**config.mk**
```make
export PLATFORM = sky130hd
export DESIGN_NAME = holy_axi_arbiter_flat
export DESIGN_NICKNAME = d
export VERILOG_FILES = /design/src/rtl/holy_axi_arbiter_if.sv /design/src/rtl/holy_axi_arbiter.sv /design/src/flat_wrapper.sv
export SDC_FILE = /design/constraint.sdc
export NUM_CORES = 1
export LEC_CHECK = 0
export BUFFER_PORTS_ARGS = -buffer_cell sky130_fd_sc_hd__buf_2
export CAP_MARGIN = 20
export CORE_AREA = 2 2 221 223
export DETAILED_ROUTE_END_ITERATION = 8
export DIE_AREA = 0 0 223 225
export HOLD_SLACK_MARGIN = 0.05
export MAX_ROUTING_LAYER = met4
export PLACE_DENSITY = 0.33
export SLEW_MARGIN = 20
export SYNTH_ARGS = -nofsm -noshare
export SYNTH_HDL_FRONTEND = slang
export SYNTH_SLANG_ARGS = --single-unit
```
**constraint.sdc**
```tcl
create_clock -name clk -period 2.7 [get_ports clk]
set_clock_uncertainty 0.2 [all_clocks]
set_input_delay 0.405 -clock clk [delete_from_list [all_inputs] [get_ports clk]]
set_output_delay 0.405 -clock clk [all_outputs]
set_load 0.02 [all_outputs]
```
**src/rtl/holy_axi_arbiter_if.sv**
```systemverilog
// AXI4 bus bundle shared by the cache ports and the external memory port.
interface holy_axi_arbiter_if;
    localparam int unsigned ID_W   = 4;
    localparam int unsigned ADDR_W = 32;
    localparam int unsigned DATA_W = 32;
    localparam int unsigned STRB_W = DATA_W / 8;

    logic [ID_W-1:0]   awid;
    logic [ADDR_W-1:0] awaddr;
    logic [7:0]        awlen;
    logic [2:0]        awsize;
    logic [1:0]        awburst;
    logic              awvalid;
    logic              awready;

    logic [DATA_W-1:0] wdata;
    logic [STRB_W-1:0] wstrb;
    logic              wlast;
    logic              wvalid;
    logic              wready;

    logic [ID_W-1:0]   bid;
    logic [1:0]        bresp;
    logic              bvalid;
    logic              bready;

    logic [ID_W-1:0]   arid;
    logic [ADDR_W-1:0] araddr;
    logic [7:0]        arlen;
    logic [2:0]        arsize;
    logic [1:0]        arburst;
    logic              arvalid;
    logic              arready;

    logic [ID_W-1:0]   rid;
    logic [DATA_W-1:0] rdata;
    logic [1:0]        rresp;
    logic              rlast;
    logic              rvalid;
    logic              rready;

    modport master (
        output awid, awaddr, awlen, awsize, awburst, awvalid, input awready,
        output wdata, wstrb, wlast, wvalid, input wready,
        input  bid, bresp, bvalid, output bready,
        output arid, araddr, arlen, arsize, arburst, arvalid, input arready,
        input  rid, rdata, rresp, rlast, rvalid, output rready
    );

    modport slave (
        input  awid, awaddr, awlen, awsize, awburst, awvalid, output awready,
        input  wdata, wstrb, wlast, wvalid, output wready,
        output bid, bresp, bvalid, input bready,
        input  arid, araddr, arlen, arsize, arburst, arvalid, output arready,
        output rid, rdata, rresp, rlast, rvalid, input rready
    );
endinterface

```
**src/rtl/holy_axi_arbiter.sv**
```systemverilog
// Two-cache to one-memory AXI4 arbiter; one burst owned at a time.
// HOLY_ARB_ROUND_ROBIN_EN: tie goes to the cache not served last (else data cache wins ties).
module holy_axi_arbiter #(
    parameter logic [3:0] I_ID = 4'b0000,
    parameter logic [3:0] D_ID = 4'b0001
) (
    input  logic                 clk,
    input  logic                 rst_n,
    holy_axi_arbiter_if.slave    s_axi_instr,
    holy_axi_arbiter_if.slave    s_axi_data,
    holy_axi_arbiter_if.master   m_axi,
    output logic [1:0]           grant,
    output logic                 busy
);

    typedef enum logic [2:0] {
        IDLE,
        SERVE_RD,
        SERVE_WR_ADDR,
        SERVE_WR_DATA,
        SERVE_WR_RESP
    } state_t;

    state_t state, state_nxt;
    logic   owner, owner_nxt;   // 1 = data cache
    logic   req_i, req_d, pick_d;
    logic   in_rd, in_wa, in_wd, in_wb;
    logic   unused_ids;

    assign req_i = s_axi_instr.awvalid | s_axi_instr.arvalid;
    assign req_d = s_axi_data.awvalid  | s_axi_data.arvalid;

`ifdef HOLY_ARB_ROUND_ROBIN_EN
    logic last_d;

    // Remember who won the last arbitration so the other side wins the next tie.
    always_ff @(posedge clk or negedge rst_n) begin
        if (!rst_n) begin
            last_d <= 1'b0;
        end else if (state == IDLE && (req_i | req_d)) begin
            last_d <= pick_d;
        end
    end

    assign pick_d = req_d & (~req_i | ~last_d);
`else
    assign pick_d = req_d;
`endif

    always_ff @(posedge clk or negedge rst_n) begin
        if (!rst_n) begin
            state <= IDLE;
            owner <= 1'b0;
        end else begin
            state <= state_nxt;
            owner <= owner_nxt;
        end
    end

    always_comb begin
        state_nxt = state;
        owner_nxt = owner;
        case (state)
            IDLE: begin
                if (req_i | req_d) begin
                    owner_nxt = pick_d;
                    // A cache raising both awvalid and arvalid is served as a write first.
                    if (pick_d ? s_axi_data.awvalid : s_axi_instr.awvalid) begin
                        state_nxt = SERVE_WR_ADDR;
                    end else begin
                        state_nxt = SERVE_RD;
                    end
                end
            end
            SERVE_RD: begin
                if (m_axi.rvalid & m_axi.rready & m_axi.rlast) state_nxt = IDLE;
            end
            SERVE_WR_ADDR: begin
                if (m_axi.awvalid & m_axi.awready) state_nxt = SERVE_WR_DATA;
            end
            SERVE_WR_DATA: begin
                if (m_axi.wvalid & m_axi.wready & m_axi.wlast) state_nxt = SERVE_WR_RESP;
            end
            SERVE_WR_RESP: begin
                if (m_axi.bvalid & m_axi.bready) state_nxt = IDLE;
            end
            default: state_nxt = IDLE;
        endcase
    end

    assign in_rd = (state == SERVE_RD);
    assign in_wa = (state == SERVE_WR_ADDR);
    assign in_wd = (state == SERVE_WR_DATA);
    assign in_wb = (state == SERVE_WR_RESP);

    assign busy  = (state != IDLE);
    assign grant = busy ? (owner ? 2'b10 : 2'b01) : 2'b00;

    // Owner's request toward memory; valids only pass in their own phase.
    assign m_axi.awid    = owner ? D_ID : I_ID;
    assign m_axi.awaddr  = owner ? s_axi_data.awaddr  : s_axi_instr.awaddr;
    assign m_axi.awlen   = owner ? s_axi_data.awlen   : s_axi_instr.awlen;
    assign m_axi.awsize  = owner ? s_axi_data.awsize  : s_axi_instr.awsize;
    assign m_axi.awburst = owner ? s_axi_data.awburst : s_axi_instr.awburst;
    assign m_axi.awvalid = in_wa & (owner ? s_axi_data.awvalid : s_axi_instr.awvalid);

    assign m_axi.wdata   = owner ? s_axi_data.wdata   : s_axi_instr.wdata;
    assign m_axi.wstrb   = owner ? s_axi_data.wstrb   : s_axi_instr.wstrb;
    assign m_axi.wlast   = owner ? s_axi_data.wlast   : s_axi_instr.wlast;
    assign m_axi.wvalid  = in_wd & (owner ? s_axi_data.wvalid : s_axi_instr.wvalid);

    assign m_axi.bready  = in_wb & (owner ? s_axi_data.bready : s_axi_instr.bready);

    assign m_axi.arid    = owner ? D_ID : I_ID;
    assign m_axi.araddr  = owner ? s_axi_data.araddr  : s_axi_instr.araddr;
    assign m_axi.arlen   = owner ? s_axi_data.arlen   : s_axi_instr.arlen;
    assign m_axi.arsize  = owner ? s_axi_data.arsize  : s_axi_instr.arsize;
    assign m_axi.arburst = owner ? s_axi_data.arburst : s_axi_instr.arburst;
    assign m_axi.arvalid = in_rd & (owner ? s_axi_data.arvalid : s_axi_instr.arvalid);

    assign m_axi.rready  = in_rd & (owner ? s_axi_data.rready : s_axi_instr.rready);

    // Memory responses routed back to the owner only; payloads are shared.
    assign s_axi_instr.awready = in_wa & ~owner & m_axi.awready;
    assign s_axi_instr.wready  = in_wd & ~owner & m_axi.wready;
    assign s_axi_instr.bvalid  = in_wb & ~owner & m_axi.bvalid;
    assign s_axi_instr.arready = in_rd & ~owner & m_axi.arready;
    assign s_axi_instr.rvalid  = in_rd & ~owner & m_axi.rvalid;

    assign s_axi_data.awready  = in_wa & owner & m_axi.awready;
    assign s_axi_data.wready   = in_wd & owner & m_axi.wready;
    assign s_axi_data.bvalid   = in_wb & owner & m_axi.bvalid;
    assign s_axi_data.arready  = in_rd & owner & m_axi.arready;
    assign s_axi_data.rvalid   = in_rd & owner & m_axi.rvalid;

    assign s_axi_instr.bid   = m_axi.bid;
    assign s_axi_instr.bresp = m_axi.bresp;
    assign s_axi_instr.rid   = m_axi.rid;
    assign s_axi_instr.rdata = m_axi.rdata;
    assign s_axi_instr.rresp = m_axi.rresp;
    assign s_axi_instr.rlast = m_axi.rlast;

    assign s_axi_data.bid    = m_axi.bid;
    assign s_axi_data.bresp  = m_axi.bresp;
    assign s_axi_data.rid    = m_axi.rid;
    assign s_axi_data.rdata  = m_axi.rdata;
    assign s_axi_data.rresp  = m_axi.rresp;
    assign s_axi_data.rlast  = m_axi.rlast;

    // Cache-side IDs are replaced by I_ID/D_ID toward memory.
    assign unused_ids = ^{s_axi_instr.awid, s_axi_instr.arid, s_axi_data.awid, s_axi_data.arid};

endmodule

```
**src/flat_wrapper.sv**
```systemverilog
// flat-port wrapper written by rule: the top's interface ports become plain ports
module holy_axi_arbiter_flat 
#(
    parameter logic [3:0] I_ID = 4'b0000,
    parameter logic [3:0] D_ID = 4'b0001
)
  (clk, rst_n, grant, busy, s_axi_instr_awid, s_axi_instr_awaddr, s_axi_instr_awlen, s_axi_instr_awsize, s_axi_instr_awburst, s_axi_instr_awvalid, s_axi_instr_awready, s_axi_instr_wdata, s_axi_instr_wstrb, s_axi_instr_wlast, s_axi_instr_wvalid, s_axi_instr_wready, s_axi_instr_bid, s_axi_instr_bresp, s_axi_instr_bvalid, s_axi_instr_bready, s_axi_instr_arid, s_axi_instr_araddr, s_axi_instr_arlen, s_axi_instr_arsize, s_axi_instr_arburst, s_axi_instr_arvalid, s_axi_instr_arready, s_axi_instr_rid, s_axi_instr_rdata, s_axi_instr_rresp, s_axi_instr_rlast, s_axi_instr_rvalid, s_axi_instr_rready, s_axi_data_awid, s_axi_data_awaddr, s_axi_data_awlen, s_axi_data_awsize, s_axi_data_awburst, s_axi_data_awvalid, s_axi_data_awready, s_axi_data_wdata, s_axi_data_wstrb, s_axi_data_wlast, s_axi_data_wvalid, s_axi_data_wready, s_axi_data_bid, s_axi_data_bresp, s_axi_data_bvalid, s_axi_data_bready, s_axi_data_arid, s_axi_data_araddr, s_axi_data_arlen, s_axi_data_arsize, s_axi_data_arburst, s_axi_data_arvalid, s_axi_data_arready, s_axi_data_rid, s_axi_data_rdata, s_axi_data_rresp, s_axi_data_rlast, s_axi_data_rvalid, s_axi_data_rready, m_axi_awid, m_axi_awaddr, m_axi_awlen, m_axi_awsize, m_axi_awburst, m_axi_awvalid, m_axi_awready, m_axi_wdata, m_axi_wstrb, m_axi_wlast, m_axi_wvalid, m_axi_wready, m_axi_bid, m_axi_bresp, m_axi_bvalid, m_axi_bready, m_axi_arid, m_axi_araddr, m_axi_arlen, m_axi_arsize, m_axi_arburst, m_axi_arvalid, m_axi_arready, m_axi_rid, m_axi_rdata, m_axi_rresp, m_axi_rlast, m_axi_rvalid, m_axi_rready);
  holy_axi_arbiter_if s_axi_instr_i ();
  holy_axi_arbiter_if s_axi_data_i ();
  holy_axi_arbiter_if m_axi_i ();
  input  logic clk;
  input  logic rst_n;
  output logic [1:0] grant;
  output logic busy;
  input wire logic [$bits(s_axi_instr_i.awid)-1:0] s_axi_instr_awid;
  input wire logic [$bits(s_axi_instr_i.awaddr)-1:0] s_axi_instr_awaddr;
  input wire logic [$bits(s_axi_instr_i.awlen)-1:0] s_axi_instr_awlen;
  input wire logic [$bits(s_axi_instr_i.awsize)-1:0] s_axi_instr_awsize;
  input wire logic [$bits(s_axi_instr_i.awburst)-1:0] s_axi_instr_awburst;
  input wire logic [$bits(s_axi_instr_i.awvalid)-1:0] s_axi_instr_awvalid;
  output wire logic [$bits(s_axi_instr_i.awready)-1:0] s_axi_instr_awready;
  input wire logic [$bits(s_axi_instr_i.wdata)-1:0] s_axi_instr_wdata;
  input wire logic [$bits(s_axi_instr_i.wstrb)-1:0] s_axi_instr_wstrb;
  input wire logic [$bits(s_axi_instr_i.wlast)-1:0] s_axi_instr_wlast;
  input wire logic [$bits(s_axi_instr_i.wvalid)-1:0] s_axi_instr_wvalid;
  output wire logic [$bits(s_axi_instr_i.wready)-1:0] s_axi_instr_wready;
  output wire logic [$bits(s_axi_instr_i.bid)-1:0] s_axi_instr_bid;
  output wire logic [$bits(s_axi_instr_i.bresp)-1:0] s_axi_instr_bresp;
  output wire logic [$bits(s_axi_instr_i.bvalid)-1:0] s_axi_instr_bvalid;
  input wire logic [$bits(s_axi_instr_i.bready)-1:0] s_axi_instr_bready;
  input wire logic [$bits(s_axi_instr_i.arid)-1:0] s_axi_instr_arid;
  input wire logic [$bits(s_axi_instr_i.araddr)-1:0] s_axi_instr_araddr;
  input wire logic [$bits(s_axi_instr_i.arlen)-1:0] s_axi_instr_arlen;
  input wire logic [$bits(s_axi_instr_i.arsize)-1:0] s_axi_instr_arsize;
  input wire logic [$bits(s_axi_instr_i.arburst)-1:0] s_axi_instr_arburst;
  input wire logic [$bits(s_axi_instr_i.arvalid)-1:0] s_axi_instr_arvalid;
  output wire logic [$bits(s_axi_instr_i.arready)-1:0] s_axi_instr_arready;
  output wire logic [$bits(s_axi_instr_i.rid)-1:0] s_axi_instr_rid;
  output wire logic [$bits(s_axi_instr_i.rdata)-1:0] s_axi_instr_rdata;
  output wire logic [$bits(s_axi_instr_i.rresp)-1:0] s_axi_instr_rresp;
  output wire logic [$bits(s_axi_instr_i.rlast)-1:0] s_axi_instr_rlast;
  output wire logic [$bits(s_axi_instr_i.rvalid)-1:0] s_axi_instr_rvalid;
  input wire logic [$bits(s_axi_instr_i.rready)-1:0] s_axi_instr_rready;
  input wire logic [$bits(s_axi_data_i.awid)-1:0] s_axi_data_awid;
  input wire logic [$bits(s_axi_data_i.awaddr)-1:0] s_axi_data_awaddr;
  input wire logic [$bits(s_axi_data_i.awlen)-1:0] s_axi_data_awlen;
  input wire logic [$bits(s_axi_data_i.awsize)-1:0] s_axi_data_awsize;
  input wire logic [$bits(s_axi_data_i.awburst)-1:0] s_axi_data_awburst;
  input wire logic [$bits(s_axi_data_i.awvalid)-1:0] s_axi_data_awvalid;
  output wire logic [$bits(s_axi_data_i.awready)-1:0] s_axi_data_awready;
  input wire logic [$bits(s_axi_data_i.wdata)-1:0] s_axi_data_wdata;
  input wire logic [$bits(s_axi_data_i.wstrb)-1:0] s_axi_data_wstrb;
  input wire logic [$bits(s_axi_data_i.wlast)-1:0] s_axi_data_wlast;
  input wire logic [$bits(s_axi_data_i.wvalid)-1:0] s_axi_data_wvalid;
  output wire logic [$bits(s_axi_data_i.wready)-1:0] s_axi_data_wready;
  output wire logic [$bits(s_axi_data_i.bid)-1:0] s_axi_data_bid;
  output wire logic [$bits(s_axi_data_i.bresp)-1:0] s_axi_data_bresp;
  output wire logic [$bits(s_axi_data_i.bvalid)-1:0] s_axi_data_bvalid;
  input wire logic [$bits(s_axi_data_i.bready)-1:0] s_axi_data_bready;
  input wire logic [$bits(s_axi_data_i.arid)-1:0] s_axi_data_arid;
  input wire logic [$bits(s_axi_data_i.araddr)-1:0] s_axi_data_araddr;
  input wire logic [$bits(s_axi_data_i.arlen)-1:0] s_axi_data_arlen;
  input wire logic [$bits(s_axi_data_i.arsize)-1:0] s_axi_data_arsize;
  input wire logic [$bits(s_axi_data_i.arburst)-1:0] s_axi_data_arburst;
  input wire logic [$bits(s_axi_data_i.arvalid)-1:0] s_axi_data_arvalid;
  output wire logic [$bits(s_axi_data_i.arready)-1:0] s_axi_data_arready;
  output wire logic [$bits(s_axi_data_i.rid)-1:0] s_axi_data_rid;
  output wire logic [$bits(s_axi_data_i.rdata)-1:0] s_axi_data_rdata;
  output wire logic [$bits(s_axi_data_i.rresp)-1:0] s_axi_data_rresp;
  output wire logic [$bits(s_axi_data_i.rlast)-1:0] s_axi_data_rlast;
  output wire logic [$bits(s_axi_data_i.rvalid)-1:0] s_axi_data_rvalid;
  input wire logic [$bits(s_axi_data_i.rready)-1:0] s_axi_data_rready;
  output wire logic [$bits(m_axi_i.awid)-1:0] m_axi_awid;
  output wire logic [$bits(m_axi_i.awaddr)-1:0] m_axi_awaddr;
  output wire logic [$bits(m_axi_i.awlen)-1:0] m_axi_awlen;
  output wire logic [$bits(m_axi_i.awsize)-1:0] m_axi_awsize;
  output wire logic [$bits(m_axi_i.awburst)-1:0] m_axi_awburst;
  output wire logic [$bits(m_axi_i.awvalid)-1:0] m_axi_awvalid;
  input wire logic [$bits(m_axi_i.awready)-1:0] m_axi_awready;
  output wire logic [$bits(m_axi_i.wdata)-1:0] m_axi_wdata;
  output wire logic [$bits(m_axi_i.wstrb)-1:0] m_axi_wstrb;
  output wire logic [$bits(m_axi_i.wlast)-1:0] m_axi_wlast;
  output wire logic [$bits(m_axi_i.wvalid)-1:0] m_axi_wvalid;
  input wire logic [$bits(m_axi_i.wready)-1:0] m_axi_wready;
  input wire logic [$bits(m_axi_i.bid)-1:0] m_axi_bid;
  input wire logic [$bits(m_axi_i.bresp)-1:0] m_axi_bresp;
  input wire logic [$bits(m_axi_i.bvalid)-1:0] m_axi_bvalid;
  output wire logic [$bits(m_axi_i.bready)-1:0] m_axi_bready;
  output wire logic [$bits(m_axi_i.arid)-1:0] m_axi_arid;
  output wire logic [$bits(m_axi_i.araddr)-1:0] m_axi_araddr;
  output wire logic [$bits(m_axi_i.arlen)-1:0] m_axi_arlen;
  output wire logic [$bits(m_axi_i.arsize)-1:0] m_axi_arsize;
  output wire logic [$bits(m_axi_i.arburst)-1:0] m_axi_arburst;
  output wire logic [$bits(m_axi_i.arvalid)-1:0] m_axi_arvalid;
  input wire logic [$bits(m_axi_i.arready)-1:0] m_axi_arready;
  input wire logic [$bits(m_axi_i.rid)-1:0] m_axi_rid;
  input wire logic [$bits(m_axi_i.rdata)-1:0] m_axi_rdata;
  input wire logic [$bits(m_axi_i.rresp)-1:0] m_axi_rresp;
  input wire logic [$bits(m_axi_i.rlast)-1:0] m_axi_rlast;
  input wire logic [$bits(m_axi_i.rvalid)-1:0] m_axi_rvalid;
  output wire logic [$bits(m_axi_i.rready)-1:0] m_axi_rready;
  assign s_axi_instr_i.awid = s_axi_instr_awid;
  assign s_axi_instr_i.awaddr = s_axi_instr_awaddr;
  assign s_axi_instr_i.awlen = s_axi_instr_awlen;
  assign s_axi_instr_i.awsize = s_axi_instr_awsize;
  assign s_axi_instr_i.awburst = s_axi_instr_awburst;
  assign s_axi_instr_i.awvalid = s_axi_instr_awvalid;
  assign s_axi_instr_awready = s_axi_instr_i.awready;
  assign s_axi_instr_i.wdata = s_axi_instr_wdata;
  assign s_axi_instr_i.wstrb = s_axi_instr_wstrb;
  assign s_axi_instr_i.wlast = s_axi_instr_wlast;
  assign s_axi_instr_i.wvalid = s_axi_instr_wvalid;
  assign s_axi_instr_wready = s_axi_instr_i.wready;
  assign s_axi_instr_bid = s_axi_instr_i.bid;
  assign s_axi_instr_bresp = s_axi_instr_i.bresp;
  assign s_axi_instr_bvalid = s_axi_instr_i.bvalid;
  assign s_axi_instr_i.bready = s_axi_instr_bready;
  assign s_axi_instr_i.arid = s_axi_instr_arid;
  assign s_axi_instr_i.araddr = s_axi_instr_araddr;
  assign s_axi_instr_i.arlen = s_axi_instr_arlen;
  assign s_axi_instr_i.arsize = s_axi_instr_arsize;
  assign s_axi_instr_i.arburst = s_axi_instr_arburst;
  assign s_axi_instr_i.arvalid = s_axi_instr_arvalid;
  assign s_axi_instr_arready = s_axi_instr_i.arready;
  assign s_axi_instr_rid = s_axi_instr_i.rid;
  assign s_axi_instr_rdata = s_axi_instr_i.rdata;
  assign s_axi_instr_rresp = s_axi_instr_i.rresp;
  assign s_axi_instr_rlast = s_axi_instr_i.rlast;
  assign s_axi_instr_rvalid = s_axi_instr_i.rvalid;
  assign s_axi_instr_i.rready = s_axi_instr_rready;
  assign s_axi_data_i.awid = s_axi_data_awid;
  assign s_axi_data_i.awaddr = s_axi_data_awaddr;
  assign s_axi_data_i.awlen = s_axi_data_awlen;
  assign s_axi_data_i.awsize = s_axi_data_awsize;
  assign s_axi_data_i.awburst = s_axi_data_awburst;
  assign s_axi_data_i.awvalid = s_axi_data_awvalid;
  assign s_axi_data_awready = s_axi_data_i.awready;
  assign s_axi_data_i.wdata = s_axi_data_wdata;
  assign s_axi_data_i.wstrb = s_axi_data_wstrb;
  assign s_axi_data_i.wlast = s_axi_data_wlast;
  assign s_axi_data_i.wvalid = s_axi_data_wvalid;
  assign s_axi_data_wready = s_axi_data_i.wready;
  assign s_axi_data_bid = s_axi_data_i.bid;
  assign s_axi_data_bresp = s_axi_data_i.bresp;
  assign s_axi_data_bvalid = s_axi_data_i.bvalid;
  assign s_axi_data_i.bready = s_axi_data_bready;
  assign s_axi_data_i.arid = s_axi_data_arid;
  assign s_axi_data_i.araddr = s_axi_data_araddr;
  assign s_axi_data_i.arlen = s_axi_data_arlen;
  assign s_axi_data_i.arsize = s_axi_data_arsize;
  assign s_axi_data_i.arburst = s_axi_data_arburst;
  assign s_axi_data_i.arvalid = s_axi_data_arvalid;
  assign s_axi_data_arready = s_axi_data_i.arready;
  assign s_axi_data_rid = s_axi_data_i.rid;
  assign s_axi_data_rdata = s_axi_data_i.rdata;
  assign s_axi_data_rresp = s_axi_data_i.rresp;
  assign s_axi_data_rlast = s_axi_data_i.rlast;
  assign s_axi_data_rvalid = s_axi_data_i.rvalid;
  assign s_axi_data_i.rready = s_axi_data_rready;
  assign m_axi_awid = m_axi_i.awid;
  assign m_axi_awaddr = m_axi_i.awaddr;
  assign m_axi_awlen = m_axi_i.awlen;
  assign m_axi_awsize = m_axi_i.awsize;
  assign m_axi_awburst = m_axi_i.awburst;
  assign m_axi_awvalid = m_axi_i.awvalid;
  assign m_axi_i.awready = m_axi_awready;
  assign m_axi_wdata = m_axi_i.wdata;
  assign m_axi_wstrb = m_axi_i.wstrb;
  assign m_axi_wlast = m_axi_i.wlast;
  assign m_axi_wvalid = m_axi_i.wvalid;
  assign m_axi_i.wready = m_axi_wready;
  assign m_axi_i.bid = m_axi_bid;
  assign m_axi_i.bresp = m_axi_bresp;
  assign m_axi_i.bvalid = m_axi_bvalid;
  assign m_axi_bready = m_axi_i.bready;
  assign m_axi_arid = m_axi_i.arid;
  assign m_axi_araddr = m_axi_i.araddr;
  assign m_axi_arlen = m_axi_i.arlen;
  assign m_axi_arsize = m_axi_i.arsize;
  assign m_axi_arburst = m_axi_i.arburst;
  assign m_axi_arvalid = m_axi_i.arvalid;
  assign m_axi_i.arready = m_axi_arready;
  assign m_axi_i.rid = m_axi_rid;
  assign m_axi_i.rdata = m_axi_rdata;
  assign m_axi_i.rresp = m_axi_rresp;
  assign m_axi_i.rlast = m_axi_rlast;
  assign m_axi_i.rvalid = m_axi_rvalid;
  assign m_axi_rready = m_axi_i.rready;
  holy_axi_arbiter #(.I_ID(I_ID), .D_ID(D_ID)) u_core (.clk(clk), .rst_n(rst_n), .s_axi_instr(s_axi_instr_i), .s_axi_data(s_axi_data_i), .m_axi(m_axi_i), .grant(grant), .busy(busy));
endmodule
```
# Word-level counts from Yosys, hierarchy flattened
# Index checks and enable logic that the tools add are counted.
dict set report word_totals {
  ff_bits 4
  in_bits 332
  out_inout_bits 243
  elab_cells 75
}
dict set report op_classes {
  n_eq_ne 9
  muxes 27
  bitwise 33
  reduce_logical 4
}
# operator count
set op_table {}
lappend op_table {{32-bit two-way mux} 3}
lappend op_table {{1-bit AND} 29}
lappend op_table {{3-bit two-way mux} 7}
lappend op_table {{8-bit two-way mux} 2}
lappend op_table {{3-bit one-hot mux with 5 select lines} 1}
lappend op_table {{2-bit two-way mux} 5}
lappend op_table {{1-bit two-way mux} 8}
lappend op_table {{2-bit != test, second input constant} 4}
lappend op_table {{3-bit by 2-bit equality test with 1-bit output, second input constant} 2}
lappend op_table {{5-bit AND reduction} 1}
lappend op_table {{4-bit two-way mux} 1}
lappend op_table {{3-bit by 1-bit equality test with 1-bit output, second input constant} 1}
lappend op_table {{3-bit equality test, second input constant} 1}
lappend op_table {{3-bit logical NOT} 1}
lappend op_table {{1-bit OR} 3}
lappend op_table {{3-bit nonzero test} 1}
lappend op_table {{2-bit by 1-bit != test with 1-bit output, second input constant} 1}
lappend op_table {{2-bit AND reduction} 1}
lappend op_table {{1-bit inverter} 1}

# Depth between registers and ports, before layout
dict set report logic_depth {
  ltp_word 6
  ltp_mapped 6
  mapped_depth_nobuf 4
}

# Worst setup path after synthesis
# Ideal clock, no wire load.
dict set report synth_path {
  kind {register to output}
  from {register u_core.owner}
  to {output port s_axi_instr_awready}
  arrival_ns 1.338
  slack_ns 0.757
  path_stages_with_launch 5
  path_buffers 3
  cell_sequence {dfrtp_1 > buf_6 > buf_8 > buf_4 > nor3b_1}
}
dict set report synth_via {
  elab_chain_len 3
}
# element line_no
set synth_lines {}
lappend synth_lines {{from (decl)} holy_axi_arbiter.sv:25} ;# logic owner, owner_nxt;
lappend synth_lines {{from (signal assigned)} holy_axi_arbiter.sv:56} ;# owner <= owner_nxt;
lappend synth_lines {{1-bit inverter} holy_axi_arbiter.sv:124} ;# assign s_axi_instr.awready = in_wa & ~owner & m_axi.awready;
lappend synth_lines {{1-bit AND (2 in a row)} holy_axi_arbiter.sv:124}
lappend synth_lines {{to (decl)} flat_wrapper.sv:21} ;# output wire logic [$bits(s_axi_instr_i.awready)-1:0] s_axi_instr_awready;
# Every way passes these cells.

# Final worst setup path
dict set report layout_path {
  from {register u_core.owner}
  to {output port m_axi_awaddr[14]}
}
dict set report layout_via {
  elab_chain_len 1
}
# element line_no
set layout_lines {}
lappend layout_lines {{32-bit two-way mux} holy_axi_arbiter.sv:101} ;# assign m_axi.awaddr = owner ? s_axi_data.awaddr : s_axi_instr.awaddr;
lappend layout_lines {{to (decl)} flat_wrapper.sv:74} ;# output wire logic [$bits(m_axi_i.awaddr)-1:0] m_axi_awaddr;
# Every way passes these cells.

==> out/summary.txt <==
Run status = finished clean
Finished Layout Cells = 1247
Gp weighted congestion = 0.702
Worst path max stage delay = 0.45 ns
Hold slack = 0.270 ns
Worst Hold Path Cells = 3
Min-delay worst type = input port to flop
Reg-to-reg slack, setup = 0.87 ns
HPWL after DPL = 16.5 mm
Synth area leaders = mux2_4 (47%), buf_4 (23%), mux2_2 (9.4%)
Syn_area_per_cell = 10.5 um^2
Critical Path Source Type = flop
Peak fanout along the critical path = 45
Crit-path most repeated cell = buf_12
GRT overflow = 0
Die Wd = 223 um
Setup TNS = 0 ns
TritonCTS clock tree = done
Clk sinks = 4
Overall Global Routing Usage = 6.44%
Simple-gate share of the synthesized area = 7.26%
Synth-to-layout area growth = 66.5%
Post-synthesis compound-gate area fraction = 1.86%
EDFF count, synth = 0
PwrDens = 809 nW/um^2
Crit path kind = flop to output pin
Fin crit share = 87.6%
Reg-to-reg endpoint = u_core.state[0]$_DFFE_PN0P_
Initial antenna violation count = 16
Most frequent cells after synthesis = mux2_4 (101), buf_4 (99), mux2_2 (27)
CTS root buffer = clkbuf_16
Max Slew Vio Count = 0
Starting Density = 6.78%
Max IR drop VDD = 260 uV
Proportion of synthesized area in mux cells = 57.8%
Most frequent cell after synthesis = mux2_4
Area leader, netlist = mux2_4
Final Setup Violations = 0
Vias per inst = 2.83
Reg clk slew, reported paths = 0.03 ns
RSZ-0062 raised after global routing = no
DRC errors left = 0
Number of synthesis warnings = 0
Critical Path RT = 2.10 ns
Post-synth top area share = 47.0%
CP max-delay cell = dfrtp_4
I/O Pins = 575
Sequential area share after synthesis = 3.10%
Post-Synthesis Cell Area = 3220 um^2
First-pass iteration count of the detailed router = 4
Overall power = 0.00434 W
Post-route minimum period = 2.36 ns
1st-iter DRT viols = 70
CTS Buffer Depth = 2
Largest net degree at the start of global routing = 46
Die area = 50200 um^2
Worst Hold Path EP = u_core.owner$_DFFE_PN0P_
Synth unique cells = 31
Layout Nets = 963
Max-Cap Viols = 0
Number of port buffers = 420
XOR/XNOR share of the synthesized area = 0%
Largest family of logic cells by synthesized area = multiplexers
Layout cell share with drive strength beyond 1 = 89.2%
Vias in the first global route = 3453
WL/cell = 14.2 um
Source of the worst hold timing path = s_axi_data_awvalid
Critical Path AT = 1.76 ns
Worst setup EP type = output pin
Final WL = 17.7 mm
Area after DPL = 5270 um^2
Remaining antenna violation count after routing = 0
DIE HEIGHT = 225 um
Synth Area in Adders = 0%
First-pass GRT wire length = 22.7 mm
CTS Buf Count = 3
Post-Place Cells = 1240
Synth Register Bits = 4
Leak Pwr = 2.93 nW
Clk Latency, worst-skew pair = 0.22 ns
Fin area = 5370 um^2
Main synth FF type = dfrtp_1
F_max = 423 MHz
R2R depth = 4
Asr flop ratio synth = 100%
Count of final hold-check violations = 0
Row count = 80
Synth Instances = 308
Setup bufs post-CTS = 0
DR vias = 3528
CORE AREA = 47500 um^2
CP cell instances = buf_12 -> buf_12 -> mux2_4 -> buf_2
R2R Path Start = u_core.owner$_DFFE_PN0P_
CTS H-tree depth = 1
worst max-delay path, delay by kind of cell, from the launching register on:
family | cells | cell delay, ns
buffers and inverters | 3 | 0.67
DFF | 1 | 0.45
muxes | 1 | 0.34
kinds of logic after synthesis:
group | count (synthesis)
simple gates | 44
other cells | 1
flops | 4
mux | 132
compound gates | 9
buf+inv | 118
sequential cells by signal, summed over array words and instances (netlist names):
name          count
u_core.state      3
u_core.owner      1
per-layer routing:
metal | up-vias | track usage [%] | routed length (um)
met5 | - | - | 0
met4 | 0 | 0.758 | 350
met3 | 32 | 2.31 | 2220
met2 | 380 | 12.1 | 8930
met1 | 1501 | 6.54 | 6210
li1 | 1615 | - | -
cell usage in the layout, fill, tap and decap left out, drive strengths merged, types with 3 or more instances in the layout:
cell type  count
buf          428
mux2         128
nor2          12
nand2         12
conb           6
and3           4
nor2b          4
mux2i          4
o21ai          4
clkbuf         4
dfrtp          4
nor3b          3
where the power goes:
part           leakage (nW)  switching [W]  internal, W
registers            0.0466      0.0000591    0.0000897
logic                  2.85        0.00209      0.00187
clock network        0.0382      0.0000391     0.000195
worst max-delay path by stage:
stage	start	to
floorplan	u_core.owner$_DFFE_PN0P_	s_axi_instr_awready
global placement	u_core.owner$_DFFE_PN0P_	m_axi_araddr[29]
detailed placement	u_core.owner$_DFFE_PN0P_	m_axi_araddr[29]
CTS	u_core.owner$_DFFE_PN0P_	m_axi_araddr[29]
global route	u_core.owner$_DFFE_PN0P_	m_axi_awlen[1]
finish	u_core.owner$_DFFE_PN0P_	m_axi_awaddr[14]
cell type report:
class	count	area [um^2]
Timing Repair Buffer	429	2220
Antenna cell	2	5.00
Multi-Input combinational cell	191	2180
Clock buffer	4	78.8
Fill cell	5516	42200
Tap cell	615	769
Inverter	2	7.51
Sequential cell	4	104
repair_timing:
item,CTS,global route
hold buffers,1,0
resized for setup,0,0
hold endpoints to repair,4,0
per-stage QoR:
stage | utilization, % | setup slack, ns
floorplan | - | 0.757
global placement | 11.1 | 0.569
detailed placement | 11.1 | 0.548
CTS | 11.3 | 0.313
global route | 11.3 | 0.263
finish | 11.3 | 0.336
No activity file was read; power rests on OpenSTA's default activity.
